## src/rtl/deca_oci_trace_capture_pkg.sv

```systemverilog
// Shared definitions for the DECA OCI trace capture block.
// - state_e        : capture FSM encoding (also driven out on the state port)
// - *_DEF          : default frame/count/depth geometry
// - entry_w()      : width of one stored FIFO entry {count, frame}
package deca_oci_trace_capture_pkg;

  typedef enum logic [1:0] {
    ST_IDLE    = 2'd0,
    ST_CAPTURE = 2'd1,
    ST_DRAIN   = 2'd2,
    ST_DONE    = 2'd3
  } state_e;

  localparam int FRAME_W_DEF = 30;
  localparam int CNT_W_DEF   = 4;
  localparam int DEPTH_DEF   = 16;

  function automatic int entry_w(input int frame_w, input int cnt_w);
    return frame_w + cnt_w;
  endfunction

endpackage

```

## src/rtl/deca_oci_trace_fifo.sv

```systemverilog
// First-word-fall-through FIFO with a registered head-of-queue output.
// Ports:
//   clk, rst_n   : clock, asynchronous active-low reset
//   push, wdata  : write request and data (accepted when not full, or when
//                  a pop happens in the same cycle)
//   pop          : read request (ignored when empty)
//   rdata        : registered copy of the head entry
//   full, empty  : occupancy flags
//   level        : number of entries held (0..DEPTH)
module deca_oci_trace_fifo
  import deca_oci_trace_capture_pkg::*;
#(
  parameter int WIDTH = entry_w(FRAME_W_DEF, CNT_W_DEF),
  parameter int DEPTH = DEPTH_DEF
) (
  input  logic                       clk,
  input  logic                       rst_n,
  input  logic                       push,
  input  logic [WIDTH-1:0]           wdata,
  input  logic                       pop,
  output logic [WIDTH-1:0]           rdata,
  output logic                       full,
  output logic                       empty,
  output logic [$clog2(DEPTH+1)-1:0] level
);

  localparam int PTR_W = $clog2(DEPTH);
  localparam int LVL_W = $clog2(DEPTH + 1);

  logic [WIDTH-1:0] mem_q [DEPTH];
  logic [PTR_W-1:0] wr_ptr_q, wr_ptr_d;
  logic [PTR_W-1:0] rd_ptr_q, rd_ptr_d;
  logic [PTR_W-1:0] rd_ptr_nxt;
  logic [LVL_W-1:0] level_q, level_d;
  logic [WIDTH-1:0] rdata_q, rdata_d;
  logic             do_push, do_pop;

  assign full  = (level_q == LVL_W'(DEPTH));
  assign empty = (level_q == '0);
  assign level = level_q;
  assign rdata = rdata_q;

  // NOTE: every signal assigned in always_comb gets a default first so no
  // path leaves it unassigned and no latch is inferred.
  always_comb begin
    do_pop     = pop && !empty;
    do_push    = push && (!full || do_pop);
    rd_ptr_nxt = rd_ptr_q + PTR_W'(1);
    wr_ptr_d   = do_push ? wr_ptr_q + PTR_W'(1) : wr_ptr_q;
    rd_ptr_d   = do_pop ? rd_ptr_nxt : rd_ptr_q;
    level_d    = level_q;
    rdata_d    = rdata_q;

    unique case ({do_push, do_pop})
      2'b10:   level_d = level_q + LVL_W'(1);
      2'b01:   level_d = level_q - LVL_W'(1);
      default: level_d = level_q;
    endcase

    // Keep rdata_q equal to the entry that will be at the head next cycle.
    // When the queue is (or becomes) empty the incoming word bypasses the
    // array, since it is written at the same edge it must appear.
    if (do_pop) begin
      if (level_q == LVL_W'(1)) begin
        if (do_push) rdata_d = wdata;
      end else begin
        rdata_d = mem_q[rd_ptr_nxt];
      end
    end else if (empty && do_push) begin
      rdata_d = wdata;
    end
  end

  // NOTE: sequential state uses non-blocking assignments so every flop
  // samples pre-edge values regardless of statement order.
  always_ff @(posedge clk or negedge rst_n) begin
    if (!rst_n) begin
      wr_ptr_q <= '0;
      rd_ptr_q <= '0;
      level_q  <= '0;
      rdata_q  <= '0;
    end else begin
      wr_ptr_q <= wr_ptr_d;
      rd_ptr_q <= rd_ptr_d;
      level_q  <= level_d;
      rdata_q  <= rdata_d;
    end
  end

  // NOTE: the storage array is deliberately not reset; level/pointers define
  // which words are valid, and a reset-free array maps onto plain RAM.
  always_ff @(posedge clk) begin
    if (do_push) mem_q[wr_ptr_q] <= wdata;
  end

endmodule

```

## src/rtl/deca_oci_trace_capture.sv

```systemverilog
// Trace capture controller: arms on request, captures non-empty trace frames
// into a FWFT FIFO, drains on test_ending, and parks in DONE.
// Ports:
//   clk, reset_n     : clock, asynchronous-assert active-low reset
//   arm              : start capture (IDLE only)
//   dct_buffer/count : trace frame and its entry count (count!=0 = present)
//   test_ending      : stop capturing and drain
//   test_has_ended   : force DONE next cycle from any state
//   rd_ready         : consumer accepts rd_data
//   rd_valid/rd_data : FIFO head {count, frame}
//   fill_level       : entries held
//   overflow_cnt     : saturating count of frames dropped while full
//   state, done      : FSM state and DONE indicator
module deca_oci_trace_capture
  import deca_oci_trace_capture_pkg::*;
#(
  parameter int FRAME_W = FRAME_W_DEF,
  parameter int CNT_W   = CNT_W_DEF,
  parameter int DEPTH   = DEPTH_DEF,
  parameter int OVF_W   = 16
) (
  input  logic                       clk,
  input  logic                       reset_n,
  input  logic                       arm,
  input  logic [FRAME_W-1:0]         dct_buffer,
  input  logic [CNT_W-1:0]           dct_count,
  input  logic                       test_ending,
  input  logic                       test_has_ended,
  input  logic                       rd_ready,
  output logic                       rd_valid,
  output logic [CNT_W+FRAME_W-1:0]   rd_data,
  output logic [$clog2(DEPTH+1)-1:0] fill_level,
  output logic [OVF_W-1:0]           overflow_cnt,
  output logic [1:0]                 state,
  output logic                       done
);

  localparam int ENTRY_W = entry_w(FRAME_W, CNT_W);

  // Reset asserts asynchronously but releases on a clock edge, two flops
  // after reset_n rises, so no flop sees a release near its clock edge.
  logic [1:0] rst_sync_q, rst_sync_d;
  logic       rst_n;

  assign rst_sync_d = {rst_sync_q[0], 1'b1};
  assign rst_n      = rst_sync_q[1];

  always_ff @(posedge clk or negedge reset_n) begin
    if (!reset_n) rst_sync_q <= '0;
    else          rst_sync_q <= rst_sync_d;
  end

  state_e           state_q, state_d;
  logic [OVF_W-1:0] ovf_q, ovf_d;
  logic             push_req, fifo_full, fifo_empty, drop;

  assign push_req = (state_q == ST_CAPTURE) && (dct_count != '0);
  // A frame is dropped only when full and the consumer is not freeing a slot.
  assign drop     = push_req && fifo_full && !(rd_ready && !fifo_empty);

  deca_oci_trace_fifo #(
    .WIDTH(ENTRY_W),
    .DEPTH(DEPTH)
  ) u_fifo (
    .clk  (clk),
    .rst_n(rst_n),
    .push (push_req),
    .wdata({dct_count, dct_buffer}),
    .pop  (rd_ready),
    .rdata(rd_data),
    .full (fifo_full),
    .empty(fifo_empty),
    .level(fill_level)
  );

  always_comb begin
    state_d = state_q;
    ovf_d   = ovf_q;

    if (test_has_ended) begin
      state_d = ST_DONE;
    end else begin
      unique case (state_q)
        ST_IDLE:    if (arm)         state_d = ST_CAPTURE;
        ST_CAPTURE: if (test_ending) state_d = ST_DRAIN;
        ST_DRAIN:   if (fifo_empty)  state_d = ST_DONE;
        ST_DONE:                     state_d = ST_DONE;
        default:                     state_d = ST_IDLE;
      endcase
    end

    if (drop && (ovf_q != '1)) ovf_d = ovf_q + OVF_W'(1);
  end

  always_ff @(posedge clk or negedge rst_n) begin
    if (!rst_n) begin
      state_q <= ST_IDLE;
      ovf_q   <= '0;
    end else begin
      state_q <= state_d;
      ovf_q   <= ovf_d;
    end
  end

  assign rd_valid     = !fifo_empty;
  assign overflow_cnt = ovf_q;
  assign state        = state_q;
  assign done         = (state_q == ST_DONE);

endmodule

```

## config.mk

```make
export PLATFORM = sky130hd
export DESIGN_NAME = deca_oci_trace_capture
export DESIGN_NICKNAME = d
export VERILOG_FILES = /design/src/rtl/deca_oci_trace_capture_pkg.sv /design/src/rtl/deca_oci_trace_fifo.sv /design/src/rtl/deca_oci_trace_capture.sv
export SDC_FILE = /design/constraint.sdc
export NUM_CORES = 1
export LEC_CHECK = 0
export BUFFER_PORTS_ARGS = -buffer_cell sky130_fd_sc_hd__buf_2
export CORE_AREA = 2 2 256 182
export DETAILED_ROUTE_END_ITERATION = 6
export DIE_AREA = 0 0 258 184
export MAX_ROUTING_LAYER = met4
export PLACE_DENSITY = 0.81
export SLEW_MARGIN = 5
export SYNTH_ARGS = -nofsm -noshare
export SYNTH_HDL_FRONTEND = slang
export SYNTH_SLANG_ARGS = --single-unit
```

## constraint.sdc

```tcl
create_clock -name clk -period 2.2 [get_ports clk]
set_input_delay 0.55 -clock clk [delete_from_list [all_inputs] [get_ports clk]]
set_output_delay 0.55 -clock clk [all_outputs]
set_load 0.005 [all_outputs]
```

[After elaboration in Yosys (flattened, before gate mapping)]
Memories as Yosys holds them, arrays and structs flattened.
Index checks and enable logic that the tools add are counted.
Widths: inputs -> output; s select.
Cells by class
  bitwise gates (word level): 0
  multipliers: 0
  shifts and indexed selects: 0
  multiplexer cells: 12
  equal/unequal tests: 12
  magnitude comparators: 0
  divide/modulo/power cells: 0
  reduce and logical (&&, ||, !) cells: 18
  $add $sub $neg: 5
Operator list (number)
  $mux 34: 4
  $add 16x1->16 const B: 1
  $ne 16x16->1 const B: 1
  $pmux 5 s2: 1
  $add 4x1->4 const B: 2
  $mux 2: 4
  $pmux 2 s4: 1
  $logic_and 1x1->1: 7
  $eq 2x2->1 const B: 3
  $ne 3x2->1 const B: 2
  $ne 3x3->1 const B: 2
  $add 5x1->5 const B: 1
  $eq 5x1->1 const B: 1
  $eq 5x5->1 const B: 1
  $logic_not 5->1: 1
  $sub 5x1->5 const B: 1
  $eq 2x1->1 const B: 2
  $reduce_bool 2->1: 2
  $reduce_bool 4->1: 1
  $logic_not 1->1: 3
  $reduce_and 3->1: 1
  $logic_not 2->1: 1
  $mux 1: 2
  $reduce_and 2->1: 1
  $logic_or 1x1->1: 1
Storage, ports and cells
  output and inout port bits: 59
  memory bits (writable): 544
  latch bits: 0
  memories: 1
  flip-flop bits (word level): 67
  bits in read-only memories: 0
Memories
  u_fifo.mem_q: words 16, width 34, read ports 1, clocked after memory_dff 0, wr ports 1, line deca_oci_trace_fifo.sv:30  | logic [WIDTH-1:0] mem_q [DEPTH];

[Depth between registers and ports, before layout]
  depth in word-level cells: 8
  gate-level depth with buffers: 9
  depth with buffers taken out: 7

[Cells and area by module]
A second synthesis with hierarchy kept.
Unflattened totals
  cell total of the unflattened synthesis: 1303
  area total of the unflattened synthesis: 24647.4 sq um
By module, submodules not included
  deca_oci_trace_fifo: cells each 1207, area each 23545.1 sq um, instances 1, sequential area each 17511.8 sq um
  deca_oci_trace_capture: cells each 96, area each 1102.3 sq um, instances 1, sequential area each 500.5 sq um

[Least setup slack after synthesis]
No wires, ideal clock.
  path kind: register to register
  start: reg u_fifo.level_q[0], in the netlist u_fifo.level[0]
  end: mem u_fifo.mem_q[10][0] in the netlist's numbering (enable)
  data arrival time: 3.066 ns
  stages on the path, launching flop included: 9
  setup slack: -1.291 ns
  required time: 1.775 ns
  cell sequence: dfrtp_1 inv_1 ha_1 nor3b_1 and2_0 clkbuf_1 nor2_1 nand3b_1 nor2_1
Between the ends
  longest elaborated chain between the ends: 7
  elaborated cells on any way between the ends: 9
  those cells by class: eq/ne (1); mux (2); reduce/logical (6)
RTL lines
  start, declared: line deca_oci_trace_fifo.sv:34  | logic [LVL_W-1:0] level_q, level_d;
  start signal, assigned: line deca_oci_trace_fifo.sv:85  | level_q <= level_d;
  $logic_not 5->1: line deca_oci_trace_fifo.sv:39  | assign empty = (level_q == '0);
  $logic_not 1->1: line deca_oci_trace_fifo.sv:46  | do_pop = pop && !empty;
  $logic_and 1x1->1: line deca_oci_trace_fifo.sv:46
  $logic_or 1x1->1 (*): line deca_oci_trace_fifo.sv:47  | do_push = push && (!full || do_pop);
  $logic_and 1x1->1 (*): line deca_oci_trace_fifo.sv:47
  $mux 1 (*): line deca_oci_trace_fifo.sv:93  | if (do_push) mem_q[wr_ptr_q] <= wdata;
  $mux 1 (implied by the code) (*): line deca_oci_trace_fifo.sv:93
  end, declared: line deca_oci_trace_fifo.sv:30
Mark *: on every way between the ends. The rest lies on a longest branch, timed or not.

[Final worst setup path]
  start: reg u_fifo.rd_ptr_q[0]
  end: reg u_fifo.rdata_q[6], in the netlist u_fifo.rdata[6]
Between the ends
  longest elaborated chain between the ends: 4
RTL lines
  start, declared: line deca_oci_trace_fifo.sv:32  | logic [PTR_W-1:0] rd_ptr_q, rd_ptr_d;
  start signal, assigned: line deca_oci_trace_fifo.sv:84  | rd_ptr_q <= rd_ptr_d;
  $add 4x1->4: line deca_oci_trace_fifo.sv:48  | rd_ptr_nxt = rd_ptr_q + PTR_W'(1);
  $mem_v2 16x34
  $mux 34: line deca_oci_trace_fifo.sv:64  | if (level_q == LVL_W'(1)) begin
  $mux 34: line deca_oci_trace_fifo.sv:63  | if (do_pop) begin
  end signal, assigned: line deca_oci_trace_fifo.sv:86  | rdata_q <= rdata_d;
  end, declared: line deca_oci_trace_fifo.sv:35  | logic [WIDTH-1:0] rdata_q, rdata_d;
Every way passes these cells.
A chain may end at the register's enable or synchronous reset.

==> summary.txt <==
Worst hold path
  – Hold path endpoint: state[0]
  – Hold Crit Class: input port to flip-flop
  – HP Start: test_has_ended
  – Hold path depth: 2

Critical path
  – R2r endpoint: u_fifo.rdata[6]
  – Critical path class: flip-flop to flip-flop
  – Critical Path Fanout Max: 15
  – CP Capture Type: flip-flop
  – CP peak stage delay: 0.51 ns
  – R2r setup slk: -0.13 ns
  – R2R depth: 8
  – Crit path cell chain: buf_8, and3b_2, o21ai_4, buf_12, a21boi_0, buf_4, nor4_2, o31ai_1
  – Slowest stage cell on the critical path: dfrtp_4
  – Worst path top cell family by delay: compound AO/OA/AOI/OAI gates
  – CP Launch Type: flip-flop
  – WP buf/inv: 3
  – Critical Path RT: around 2.7 ns
  – Crit path DAT: between 2 and 3 ns
  – RR Startpoint: u_fifo.rd_ptr_q[0]

Clocking
  – Clock Latency Late Sink: between 0.6 and 0.7 ns
  – H-tree depth: 2
  – Root buf cell: clkbuf_16
  – CTS sink cnt: 611
  – CTS tree: built
  – Worst-path clk slew: 0.07 ns
  – Clk buf depth: 3
  – CTS Buf Count: 55

Floorplanning
  – Boundary pin count: 99
  – Die Ht: roughly 180 um
  – Starting Density: 54.57%
  – Die area: 47470 um2
  – Core area: ~45000 um2
  – Die Wd: 258 um
  – Std cell rows: 65

Placement
  – Pre-CTS setup slack: -0.3485 ns
  – Placed Cells incl. Taps: 2060
  – Post-DP HPWL: between 30000 and 40000 um
  – Input/output buffers: 98
  – DP Area: approximately 27000 um2
  – GP Congestion: between 0.8 and 0.9

Route
  – Vias per inst: ~6.5
  – Routed len/inst: 30.69 um
  – Post-route ant nets: 0
  – # DRC: 0
  – Drt total wl: approximately 70000 um
  – Detailed Routing Iterations Pass 1: 5
  – Vias: 14543
  – Initial drt markers: between 2000 and 2500

Timing
  – Setup Skew: slightly below 0.04 ns
  – Slew @ Worst Pin: between 0.4 and 0.5 ns
  – Pins Over Slew Limit: 0
  – Count of final setup violators: 34
  – Tmin final: around 2.3 ns
  – Period Utilization, post-route: 106.1%
  – Setup ws final: -0.1348 ns
  – Max transition margin: between 60% and 70%
  – Endpoints failing hold: 0
  – Max Clk Rate: between 0.4 and 0.5 GHz
  – RSZ-0062 raised after global routing: yes
  – Hold Slack: about 0.17 ns

Final layout
  – Fillers: 2566
  – Finished Layout Cells: ~2200
  – Fin area: 30830 um2
  – Layout cell share with drive strength beyond 1: 41.03%
  – Fin nets: approximately 1600
  – Antenna Cells: 0
  – Area growth from synthesis to layout: 26.09%

Job
  – Max Cap Viol: 0

GRT
  – Largest net degree at the start of global routing: 45
  – First-pass GRT wire length: 96900 um
  – Vias in the first global route: 14723
  – Overflow after GRT: 0
  – Initial antenna violation count: 0
  – Gr usage total: 29.15%

Logic synthesis
  – Ys flop type: edfxtp_1
  – Avg Cell Area, Syn: between 15 and 20 um2
  – #FFs+latches synth: between 600 and 700
  – Synthesized net count: ~1300
  – Netlist cell types: 53
  – EDFF count, synth: around 540
  – Syn Inst Count: ~1300
  – Register area share after synthesis: roughly three quarters
  – Post-synth ARST share: 10.97%
  – Yosys Warn Count: 0
  – Netlist Area Pre-Place: approximately 24000 um2

Outcome
  – Failing checks: setup timing
  – Status: complete, but fails checks

Power and ir drop
  – Static leakage: roughly 11 nW
  – Power Density: ~1400 nW/um2
  – Maximum VDD drop: ~870 uV
==> layout by cell type, fill, tap and decap left out, drive strengths merged, types with 3 or more instances in the layout <==
cell type / synthesis / final
a21boi: 37 / 37
a21oi: 5 / 5
a32oi: 35 / 35
and2: 17 / 24
and3: 5 / 5
buf: 39 / 308
bufinv: 0 / 7
clkbuf: 35 / 81
clkinv: 8 / 18
dfrtp: 67 / 67
edfxtp: 544 / 544
ha: 10 / 10
inv: 37 / 41
mux4: 136 / 136
nand2: 48 / 48
nand3: 8 / 8
nand3b: 3 / 3
nand4: 10 / 10
nor2: 42 / 42
nor2b: 71 / 71
nor3: 7 / 7
nor4: 35 / 35
nor4b: 3 / 3
o21ai: 6 / 6
o31ai: 35 / 35
xnor2: 19 / 19
xor2: 5 / 5
==> worst max path at each step <==
stage / endpoint / start / cells past startpoint / slack [ns]
global placement: u_fifo.rdata[13] / u_fifo.rd_ptr_q[0] / 9 / -0.27
finish: u_fifo.rdata[6] / u_fifo.rd_ptr_q[0] / 8 / -0.13
detailed placement: u_fifo.rdata[13] / u_fifo.rd_ptr_q[0] / 8 / -0.35
floorplan: u_fifo.mem_q[10][0] / u_fifo.level[1] / 8 / -0.38
global route: u_fifo.rdata[7] / u_fifo.rd_ptr_q[0] / 8 / -0.23
CTS: u_fifo.rdata[13] / u_fifo.rd_ptr_q[0] / 8 / -0.16
==> per-layer routing <==
layer | track usage, % | part of all wire, % | wire length [um] | vias up
li1 | - | - | - | 5769
met1 | 38.36 | 37 | 25150 | 7566
met2 | 46.23 | 49 | 33810 | 1032
met3 | 6.203 | 11 | 7521 | 176
met4 | 9.133 | 3.1 | 2147 | 0
met5 | - | 0 | 0 | -
==> report_power, final <==
part	switching [mW]	internal [mW]	leakage, nW
registers	0.339	13.0	5.72
logic	8.89	10.1	4.14
clock network	4.34	5.61	0.883
==> kinds of logic after synthesis <==
family	after synthesis	share of synthesized area, %
xor+xnor	24	0.8596
flops	611	73.66
buf+inv	119	2.492
other cells	1	0.01534
fa+ha+maj	10	0.5117
compound gates	126	4.088
mux	138	12.62
simple gates	257	5.756
==> what timing repair did <==
| action | in CTS | in global routing |
|---|---|---|
| buffers inserted | 49 | 13 |
| setup endpoints to repair | 350 | 124 |
| pin swaps | 36 | 39 |
| hold buffers | 1 | 0 |
| gates cloned | 17 | 3 |
| resized for setup | 120 | 113 |
| endpoints found under the hold margin | 2 | 0 |
==> synthesized netlist by cell type, types with 2 or more instances <==
cell | instances | area share (%)
edfxtp_1 | 544 | 67
mux4_2 | 136 | 13
nor2b_1 | 71 | 1.8
dfrtp_1 | 67 | 6.9
nand2_1 | 48 | 0.74
nor2_1 | 42 | 0.64
inv_1 | 37 | 0.57
clkbuf_1 | 35 | 0.54
a32oi_1 | 34 | 1.2
nor4_1 | 34 | 0.87
o31ai_1 | 34 | 1.0
a21boi_0 | 24 | 0.74
xnor2_1 | 19 | 0.68
buf_6 | 17 | 0.78
and2_1 | 16 | 0.41
buf_2 | 13 | 0.27
a21boi_1 | 12 | 0.37
ha_1 | 10 | 0.51
nand4_1 | 10 | 0.26
clkinv_1 | 8 | 0.12
nand3_1 | 8 | 0.16
nor3_1 | 7 | 0.14
a21oi_1 | 5 | 0.10
and3_1 | 5 | 0.13
buf_4 | 5 | 0.15
o21ai_1 | 5 | 0.10
xor2_1 | 5 | 0.18
buf_1 | 4 | 0.061
nand3b_1 | 3 | 0.092
a211oi_1 | 2 | 0.061
mux2_1 | 2 | 0.092
nor3b_1 | 2 | 0.061
nor4b_2 | 2 | 0.12
==> sequential cells by signal, indices dropped and copies added, names as in the netlist <==
| name | count |
|---|---|
| state | 2 |
| u_fifo.level | 5 |
| u_fifo.rd_ptr_q | 4 |
| rst_sync_q | 2 |
| u_fifo.wr_ptr_q | 4 |
| u_fifo.mem_q | 544 |
| overflow_cnt | 16 |
| u_fifo.rdata | 34 |
==> metrics by stage <==
stage               power [mW]  setup TNS, ns  util [%]
CTS                      40.26         -1.915     67.65
global placement         26.25         -71.81     60.51
floorplan                21.56         -83.24         -
global route             43.58         -4.136     68.81
finish                   42.32         -2.492     68.81
detailed placement       26.59         -80.52     60.51
==> final cells by class <==
type,count,area (um2),area share [%]
Sequential cell,611,18020,58.45
Clock inverter,22,309.0,1.002
Timing Repair Buffer,312,3334,10.81
Tap cell,603,754.5,2.447
Clock buffer,80,1510,4.898
Inverter,45,168.9,0.5478
Multi-Input combinational cell,563,6735,21.84
Power figures use the tool's default switching activity.
